File: src/rtl/commit_trace_buffer.sv
`default_nettype none
// =============================================================================
// Module   : commit_trace_buffer
// Function : Classifies retirement events into trace records and buffers them
//            in a FIFO drained via valid/ready, with counters and completion FSM.
// Revision : 1.0
// =============================================================================
module commit_trace_buffer #(
   parameter int DATA_W      = 16,
   parameter int DEPTH       = 8,
   parameter int CNT_W       = 32,
   parameter int CYCLE_LIMIT = 100000
) (
   input  logic              clk,
   input  logic              rst_n,
   input  logic              ret_valid_i,
   input  logic [DATA_W-1:0] ret_pc_i,
   input  logic              ret_regwrite_i,
   input  logic              ret_memread_i,
   input  logic              ret_memwrite_i,
   input  logic              ret_halt_i,
   input  logic [3:0]        ret_wreg_i,
   input  logic [DATA_W-1:0] ret_wdata_i,
   input  logic [DATA_W-1:0] ret_memaddr_i,
   input  logic [DATA_W-1:0] ret_memdata_i,
   input  logic              rec_ready_i,
   output logic              rec_valid_o,
   output logic [2:0]        rec_type_o,
   output logic [CNT_W-1:0]  rec_inum_o,
   output logic [DATA_W-1:0] rec_pc_o,
   output logic [3:0]        rec_reg_o,
   output logic [DATA_W-1:0] rec_value_o,
   output logic [DATA_W-1:0] rec_addr_o,
   output logic [CNT_W-1:0]  cycle_count_o,
   output logic [CNT_W-1:0]  inst_count_o,
   output logic [CNT_W-1:0]  drop_count_o,
   output logic              overflow_o,
   output logic              done_o,
   output logic              timeout_o
);

   localparam int                 PTR_W      = (DEPTH > 1) ? $clog2(DEPTH) : 1;
   localparam int                 OCC_W      = PTR_W + 1;
   localparam logic [OCC_W-1:0]   C_FULL     = OCC_W'(DEPTH);
   localparam logic [CNT_W-1:0]   C_LIMIT_M1 = CNT_W'(CYCLE_LIMIT - 1);
   localparam logic [2:0]         C_T_OTHER  = 3'd0;
   localparam logic [2:0]         C_T_REG    = 3'd1;
   localparam logic [2:0]         C_T_LOAD   = 3'd2;
   localparam logic [2:0]         C_T_STORE  = 3'd3;
   localparam logic [2:0]         C_T_HALT   = 3'd4;

   typedef enum logic [1:0] {
      ST_RUN     = 2'd0,
      ST_DRAIN   = 2'd1,
      ST_DONE    = 2'd2,
      ST_TIMEOUT = 2'd3
   } state_e;

   typedef struct packed {
      logic [2:0]        rtype;
      logic [CNT_W-1:0]  inum;
      logic [DATA_W-1:0] pc;
      logic [3:0]        rreg;
      logic [DATA_W-1:0] value;
      logic [DATA_W-1:0] addr;
   } rec_t;

   state_e            state_q;
   logic [PTR_W-1:0]  rd_ptr_q, rd_ptr_d;
   logic [PTR_W-1:0]  wr_ptr_q, wr_ptr_d;
   logic [OCC_W-1:0]  occ_q, occ_d;
   logic [CNT_W-1:0]  cycle_q, inst_q, drop_q;
   logic              overflow_q, done_q, timeout_q;
   rec_t              mem_q [DEPTH];

   rec_t              w_new;
   rec_t              w_head;
   logic              w_accept, w_empty, w_full, w_pop, w_push, w_drop;

   function automatic logic [CNT_W-1:0] sat_inc(input logic [CNT_W-1:0] v);
      return (&v) ? v : v + CNT_W'(1);
   endfunction

   // Classification: halt wins, then load, then plain register write, then store.
   always_comb begin
      w_new      = '0;
      w_new.inum = inst_q;
      w_new.pc   = ret_pc_i;
      if (ret_halt_i) begin
         w_new.rtype = C_T_HALT;
      end else if (ret_regwrite_i && ret_memread_i) begin
         w_new.rtype = C_T_LOAD;
         w_new.rreg  = ret_wreg_i;
         w_new.value = ret_wdata_i;
         w_new.addr  = ret_memaddr_i;
      end else if (ret_regwrite_i) begin
         w_new.rtype = C_T_REG;
         w_new.rreg  = ret_wreg_i;
         w_new.value = ret_wdata_i;
      end else if (ret_memwrite_i) begin
         w_new.rtype = C_T_STORE;
         w_new.value = ret_memdata_i;
         w_new.addr  = ret_memaddr_i;
      end else begin
         w_new.rtype = C_T_OTHER;
      end
   end

   assign w_accept = ret_valid_i && (state_q == ST_RUN);
   assign w_empty  = (occ_q == '0);
   assign w_full   = (occ_q == C_FULL);
   assign w_pop    = !w_empty && rec_ready_i;
   // A full FIFO still takes the push when the head leaves in the same cycle.
   assign w_push   = w_accept && (!w_full || w_pop);
   assign w_drop   = w_accept && w_full && !w_pop;

   always_comb begin
      rd_ptr_d = w_pop  ? rd_ptr_q + PTR_W'(1) : rd_ptr_q;
      wr_ptr_d = w_push ? wr_ptr_q + PTR_W'(1) : wr_ptr_q;
      occ_d    = occ_q;
      case ({w_push, w_pop})
         2'b10:   occ_d = occ_q + OCC_W'(1);
         2'b01:   occ_d = occ_q - OCC_W'(1);
         default: occ_d = occ_q;
      endcase
   end

   always_ff @(posedge clk) begin
      if (w_push) begin
         mem_q[wr_ptr_q] <= w_new;
      end
   end

   always_ff @(posedge clk or negedge rst_n) begin
      if (!rst_n) begin
         state_q    <= ST_RUN;
         rd_ptr_q   <= '0;
         wr_ptr_q   <= '0;
         occ_q      <= '0;
         cycle_q    <= '0;
         inst_q     <= '0;
         drop_q     <= '0;
         overflow_q <= 1'b0;
         done_q     <= 1'b0;
         timeout_q  <= 1'b0;
      end else begin
         rd_ptr_q <= rd_ptr_d;
         wr_ptr_q <= wr_ptr_d;
         occ_q    <= occ_d;
         if (w_accept) begin
            inst_q <= sat_inc(inst_q);
         end
         if (w_drop) begin
            drop_q     <= sat_inc(drop_q);
            overflow_q <= 1'b1;
         end
         if (state_q == ST_RUN || state_q == ST_DRAIN) begin
            cycle_q <= sat_inc(cycle_q);
         end
         case (state_q)
            ST_RUN: begin
               if (w_accept && ret_halt_i) begin
                  state_q <= ST_DRAIN;
               end else if (cycle_q == C_LIMIT_M1) begin
                  state_q   <= ST_TIMEOUT;
                  timeout_q <= 1'b1;
               end
            end
            ST_DRAIN: begin
               // Looking at next occupancy lets the emptying pop itself complete the drain.
               if (occ_d == '0) begin
                  state_q <= ST_DONE;
                  done_q  <= 1'b1;
               end
            end
            default: ;
         endcase
      end
   end

   assign w_head        = w_empty ? '0 : mem_q[rd_ptr_q];
   assign rec_valid_o   = !w_empty;
   assign rec_type_o    = w_head.rtype;
   assign rec_inum_o    = w_head.inum;
   assign rec_pc_o      = w_head.pc;
   assign rec_reg_o     = w_head.rreg;
   assign rec_value_o   = w_head.value;
   assign rec_addr_o    = w_head.addr;
   assign cycle_count_o = cycle_q;
   assign inst_count_o  = inst_q;
   assign drop_count_o  = drop_q;
   assign overflow_o    = overflow_q;
   assign done_o        = done_q;
   assign timeout_o     = timeout_q;

endmodule
`default_nettype wire
File: config.mk
export PLATFORM = sky130hd
export DESIGN_NAME = commit_trace_buffer
export DESIGN_NICKNAME = d
export VERILOG_FILES = /design/src/rtl/commit_trace_buffer.sv
export SDC_FILE = /design/constraint.sdc
export NUM_CORES = 1
export LEC_CHECK = 0
export CORE_MARGIN = 2
export CORE_UTILIZATION = 58
export DETAILED_ROUTE_END_ITERATION = 16
export GPL_TIMING_DRIVEN = 1
export PLACE_DENSITY_LB_ADDON = 0.3
export SYNTH_ARGS = -nofsm -noshare
export SYNTH_HDL_FRONTEND = slang
export SYNTH_SLANG_ARGS = --single-unit
File: constraint.sdc
create_clock -name clk -period 14.1 [get_ports clk]
set_clock_uncertainty 0.1 [all_clocks]
set_input_delay 2.115 -clock clk [delete_from_list [all_inputs] [get_ports clk]]
set_output_delay 2.115 -clock clk [all_outputs]
set_load 0.05 [all_outputs]
==> results.cfg, run 1 <==
[placed_design]
gp_congestion = 0.8693
preCtsSetupSlack_ns = 7.634
portBuffers = 262
hpwl_mm = 39.26
dp_cells = 2652

[run]
drv_cap = 0

[detailed_routing]
vias_per_cell = 6.065
vias = 16970
firstDrtPassIters = 5
wl_per_cell_um = 25.03
drc = 0
drt-initial-drc-count = 1349
wirelength_mm = 70.04
ant_nets = 0

[yosys]
synth_edf_count = 696
syn_area_um2 = 32470
yosys.area.top_type = edfxtp_1
synth-seq-area-share_pct = 72.93
syn_area_per_cell_um2 = 18.85
async_reset_ff_share_pct = 13.75
synth_ff_type = edfxtp_1
synthCells = 1722
synth.net_count = 1804
ys_seq_elements = 807
synth.distinct_cells = 63
synth_area_leaders = edfxtp_1, mux4_2, dfrtp_1
ys_warn_count = 0
synth_top_area_share_pct = 64.37

[critical_path]
crit_required_ns = 11.89
cp_slowest_cell = buf_4
worstPathArrival_ns = 4.84
slowest_delay_ns = 0.95
worstSetupEndpointType = primary output
critPathBufInv = 3
critPathTopFamily = buffers and inverters
crit_path_start_kind = flip-flop
critPathKind = flip-flop to primary output
path_cells = buf_4, buf_4, mux4_2, mux2i_1, nor2_1, clkdlybuf4s50_1
worstPathMaxFanout = 82
path_common_cell = buf_4

[grt]
grt_use_total_pct = 24.72
grt_overflow = 0
grt_pass1_wl_mm = 105.9
grt_pass1_vias = 17540
antenna_found_initial = 0
grt_max_degree = 126

[pwr]
pwr-share-clk_pct = 30.5
p_seq_share_pct = 38.9
p_leak_nw = 13.34
p_int_mw = 4.661
powerDensity_nw_per_um2 = 180.5
vdd_ir_drop_max_mv = 0.1870
p_comb_share_pct = 30.5
swShare_pct = 32.77
p_sw_mw = 2.272

[clocking]
cts_resized = 0
numClockSinks = 807
hold_buffers = 0
clk_pin_slew_ns = 0.06
cts_setup_buffers = 0
cts.path.max_buffers = 3
tritoncts = built
cts_htree_levels = 3
cts_buffers = 81
cts_root_buffer = clkbuf_16
clock_latency_ns = 0.62

[sta]
slew_viol_final = 0
report.final.hold_viol_count = 0
fin_crit_sh_pct = 50.03
worstMarginPinSlew_ns = 1.182
tns_ns = 0
relSlewSlack_pct = 21.23
period_needed_ns = 7.054
layout_setup_ws_ns = 7.046
rsz0062_at_grt = no
setup_viol = 0
max_freq_mhz = 141.8

[layout]
final_nets = 2069
fin_cells = 2798
layout-drive-gt1-share_pct = 17.41
area_growth_pct = 18.31
num_antenna_cells = 0

[hold_path]
min_path_type = flip-flop to flip-flop

[die]
fp.dieH_um = 240.6
core_area_um2 = 55200
dieArea_um2 = 57880
initial_core_util_pct = 58.81
rows = 86
die_w_um = 240.6
ios = 263

[status]
outcome = finished clean
final timing paths:
| path | endpoint | slack (ns) | depth (start not counted) | startpoint |
|---|---|---|---|---|
| max | rec_reg_o[0] | 7.05 | 6 | rd_ptr_q[1]$_DFFE_PN0N_ |
| max reg2reg | mem_q[5][24]$_DFFE_PP_ | 9.78 | 5 | state_q[1]$_DFFE_PN0P_ |
| max in group asynchronous | rd_ptr_q[2]$_DFFE_PN0N_ | 11.12 | 2 | rst_n |
| min in group asynchronous | drop_count_o[22]$_DFFE_PN0P_ | 1.39 | 1 | rst_n |
| min | overflow_o$_DFFE_PN0P_ | 0.37 | 1 | overflow_o$_DFFE_PN0P_ |
| min reg2reg | overflow_o$_DFFE_PN0P_ | 0.37 | 1 | overflow_o$_DFFE_PN0P_ |
power by group through the flow:
| stage | clock network (mW) | logic [mW] | registers [mW] |
|---|---|---|---|
| 6_report | 2.12 | 2.12 | 2.70 |
| 5_1_grt | 2.24 | 2.22 | 2.71 |
| 3_3_place_gp | 0 | 2.12 | 2.75 |
| 3_5_place_dp | 0 | 2.14 | 2.75 |
| 4_1_cts | 2.15 | 2.15 | 2.70 |
| 2_1_floorplan | 0 | 1.59 | 2.65 |
metal layers:
| layer | track usage (%) | wire, µm | up-vias |
|---|---|---|---|
| met1 | 33.71 | 28100 | 8845 |
| met4 | 7.058 | 1394 | 0 |
| li1 | - | - | 7406 |
| met5 | 0 | 0 | - |
| met3 | 4.667 | 4697 | 95 |
| met2 | 41.37 | 35850 | 623 |
worst reg2reg max path, stage by stage (launching register included):
cell     delay, ns
dfrtp_1       0.66
or3b_1        0.69
a21oi_2       0.30
nand2_1       0.27
nor2_4        0.96
buf_4         0.87
Yosys cell counts (17+ instances only):
cell,instances
and3_1,17
nor2_1,116
nand3_1,36
mux2i_1,88
buf_1,21
and2_1,28
nor3_1,23
edfxtp_1,696
nor4_1,21
buf_4,32
xor2_1,55
mux4_2,174
dfrtp_1,111
xnor2_1,42
nand2_1,52
nand4_1,28
clkbuf_1,37
placed cells by master, fill, tap and decap left out, types with 9 or more instances in the layout:
cell             synthesis  routed
a22o_1                  16      16
and2_1                  28      28
and3_1                  17      17
and4_1                   9       9
buf_4                   32      27
clkbuf_1                37      11
clkbuf_16                0      83
clkdlybuf4s50_1          0     261
clkinv_1                 0      12
clkinv_2                 0      17
dfrtp_1                111     108
edfxtp_1               696     696
inv_1                   11      11
mux2i_1                 88      88
mux4_2                 174     174
nand2_1                 52      52
nand3_1                 36      36
nand4_1                 28      28
nor2_1                 116     112
nor3_1                  23      19
nor4_1                  21      20
xnor2_1                 42      42
xor2_1                  55      55
layout make-up:
cell class,count,area (µm²)
fill,3432,16790
sequential,807,23690
clock buffer,99,2187
multi-input combinational,797,8265
timing repair buffer,289,2835
clock inverter,47,457.9
tap,748,935.9
inverter,11,41.29
flip-flops by register name, summed over array words and instances, names as in the netlist:
name,cells
done_o,1
state_q,2
mem_q,696
timeout_o,1
drop_count_o,32
rd_ptr_q,3
wr_ptr_q,3
cycle_count_o,32
occ_q,4
inst_count_o,32
overflow_o,1
cells by family after synthesis:
| kind of cell | synth area share, % |
|---|---|
| fa+ha+maj | 0.2312 |
| simple gates | 5.873 |
| flops | 72.93 |
| xor+xnor | 2.617 |
| compound gates | 1.596 |
| buf+inv | 1.819 |
| mux | 14.93 |
metrics by stage:
| stage | utilization [%] | power (mW) | hold slack, ns | cell area (µm²) |
|---|---|---|---|---|
| global placement | 64.79 | 4.877 | 0.3500 | 35770 |
| global route | 69.59 | 7.171 | 0.4048 | 38410 |
| detailed placement | 64.79 | 4.888 | 0.3558 | 35770 |
| floorplan | - | 4.234 | 0.4254 | 32470 |
| CTS | 69.59 | 7.001 | 0.3775 | 38410 |
| finish | 69.59 | 6.932 | 0.3701 | 38410 |
(Power assumes the default switching activity.)
==> inputs of run 2 (changes only) <==
==> constraint.sdc (replaced) <==
create_clock -name clk -period 6.75 [get_ports clk]
set_clock_uncertainty 0.1 [all_clocks]
set_input_delay 1.0125 -clock clk [delete_from_list [all_inputs] [get_ports clk]]
set_output_delay 1.0125 -clock clk [all_outputs]
set_load 0.05 [all_outputs]
==> results.cfg, run 2 (synthesized netlist as in run 1, its figures left out) <==
[status]
outcome = finished clean

[placed_design]
portBuffers = 262
gp_congestion = 0.8467
dp_cells = 2653
dpl_cell_area_um2 = 35880
hpwl_mm = 38.41

[clocking]
numClockSinks = 807
cts_setup_buffers = 0
cts_root_buffer = clkbuf_16
cts.path.max_buffers = 3
cts_htree_levels = 3
tritoncts = built
clk_pin_slew_ns = 0.06
cts_buffers = 81
hold_buffers = 0
cts_resized = 0
clock_latency_ns = 0.61

[sta]
fin_crit_sh_pct = 75.12
relSlewSlack_pct = 28.58
max_freq_mhz = 197.2
setup_viol = 0
period_needed_ns = 5.071
slew_viol_final = 0
rsz0062_at_grt = no
report.final.hold_viol_count = 0
worstMarginPinSlew_ns = 1.063

[critical_path]
crit_required_ns = 5.64
worstPathMaxFanout = 33
crit_path_start_kind = flip-flop
worstSetupEndpointType = primary output
worstPathArrival_ns = 3.96
critPathKind = flip-flop to primary output

[die]
die_w_um = 240.6
core_area_um2 = 55200
ios = 263
dieArea_um2 = 57880
initial_core_util_pct = 58.81
fp.dieH_um = 240.6
rows = 86

[run]
drv_cap = 0

[pwr]
powerDensity_nw_per_um2 = 375.7
p_leak_nw = 13.33
vdd_ir_drop_max_mv = 0.3466

[hold_path]
min_path_type = input pin to asynchronous set/reset pin

[grt]
grt_pass1_vias = 17590
grt_overflow = 0
grt_use_total_pct = 24.66
antenna_found_initial = 2
grt_pass1_wl_mm = 105.6
grt_max_degree = 88

[detailed_routing]
drt-initial-drc-count = 1347
wl_per_cell_um = 24.92
wirelength_mm = 69.78
vias = 17010
ant_nets = 0
firstDrtPassIters = 5
drc = 0
vias_per_cell = 6.076

[layout]
area_growth_pct = 18.51
layout_commonest_cell = edfxtp_1
layout-drive-gt1-share_pct = 17.35
num_antenna_cells = 0
fin_cells = 2800
final_cell_mix = edfxtp_1, clkdlybuf4s50_1, mux4_2
largest_register_ff_count = 696
final_nets = 2070
largest_register = mem_q
design_area_um2 = 38480
-- run 2: critical path, stage by stage, from the launching register on --
cell	delay (ns)
dfrtp_1	0.51
or3_1	0.55
nor2_4	0.79
buf_4	0.55
nor2_1	0.11
clkdlybuf4s50_1	0.81
-- run 2: metal layers --
layer | track usage [%] | vias to the layer above | share of wire [%]
met5 | 0 | - | 0.037
met2 | 40.50 | 660 | 51
met1 | 33.20 | 8838 | 39
met3 | 5.650 | 107 | 7.8
met4 | 8.037 | 4 | 2.4
li1 | - | 7404 | -
-- run 2: report_power, final --
group	internal, mW	total (mW)	switching [mW]
Clock	2.55	4.38	1.83
Combinational	1.76	4.40	2.64
Sequential	5.41	5.68	0.264
Total	9.72	14.5	4.73
-- run 2: path summary, 6_finish.rpt --
path	startpoint	to	slack [ns]	depth (start not counted)
min reg2reg	timeout_o$_DFFE_PN0P_	timeout_o$_DFFE_PN0P_	0.38	1
max in group asynchronous	rst_n	cycle_count_o[27]$_DFFE_PN0P_	4.95	2
min in group clk	timeout_o$_DFFE_PN0P_	timeout_o$_DFFE_PN0P_	0.38	1
max reg2reg	state_q[1]$_DFFE_PN0P_	mem_q[5][82]$_DFFE_PP_	3.05	5
min	rst_n	drop_count_o[25]$_DFFE_PN0P_	0.29	1
max	occ_q[1]$_DFF_PN0_	rec_inum_o[15]	1.68	5
-- run 2: metrics by stage --
step	hold WS, ns	power (mW)	worst slack, ns	TNS, ns	util (%)
6_report	0.2887	14.45	1.679	0	69.70
5_1_grt	0.3193	14.96	1.435	0	69.70
4_1_cts	0.2754	14.60	1.570	0	69.70
3_5_place_dp	0.3621	10.23	2.233	0	64.99
3_3_place_gp	0.3524	10.19	2.269	0	64.99
2_1_floorplan	0.4392	8.845	-1.715	-480.12	-
-- run 2: area by class of cell --
cell class                      count  area (µm²)
Sequential cell                   807       23690
Fill cell                        3436       16720
Multi-Input combinational cell    797        8280
Timing Repair Buffer              290        2930
Clock buffer                      102        2201
Tap cell                          748       935.9
Clock inverter                     45       397.9
Inverter                           11       41.29
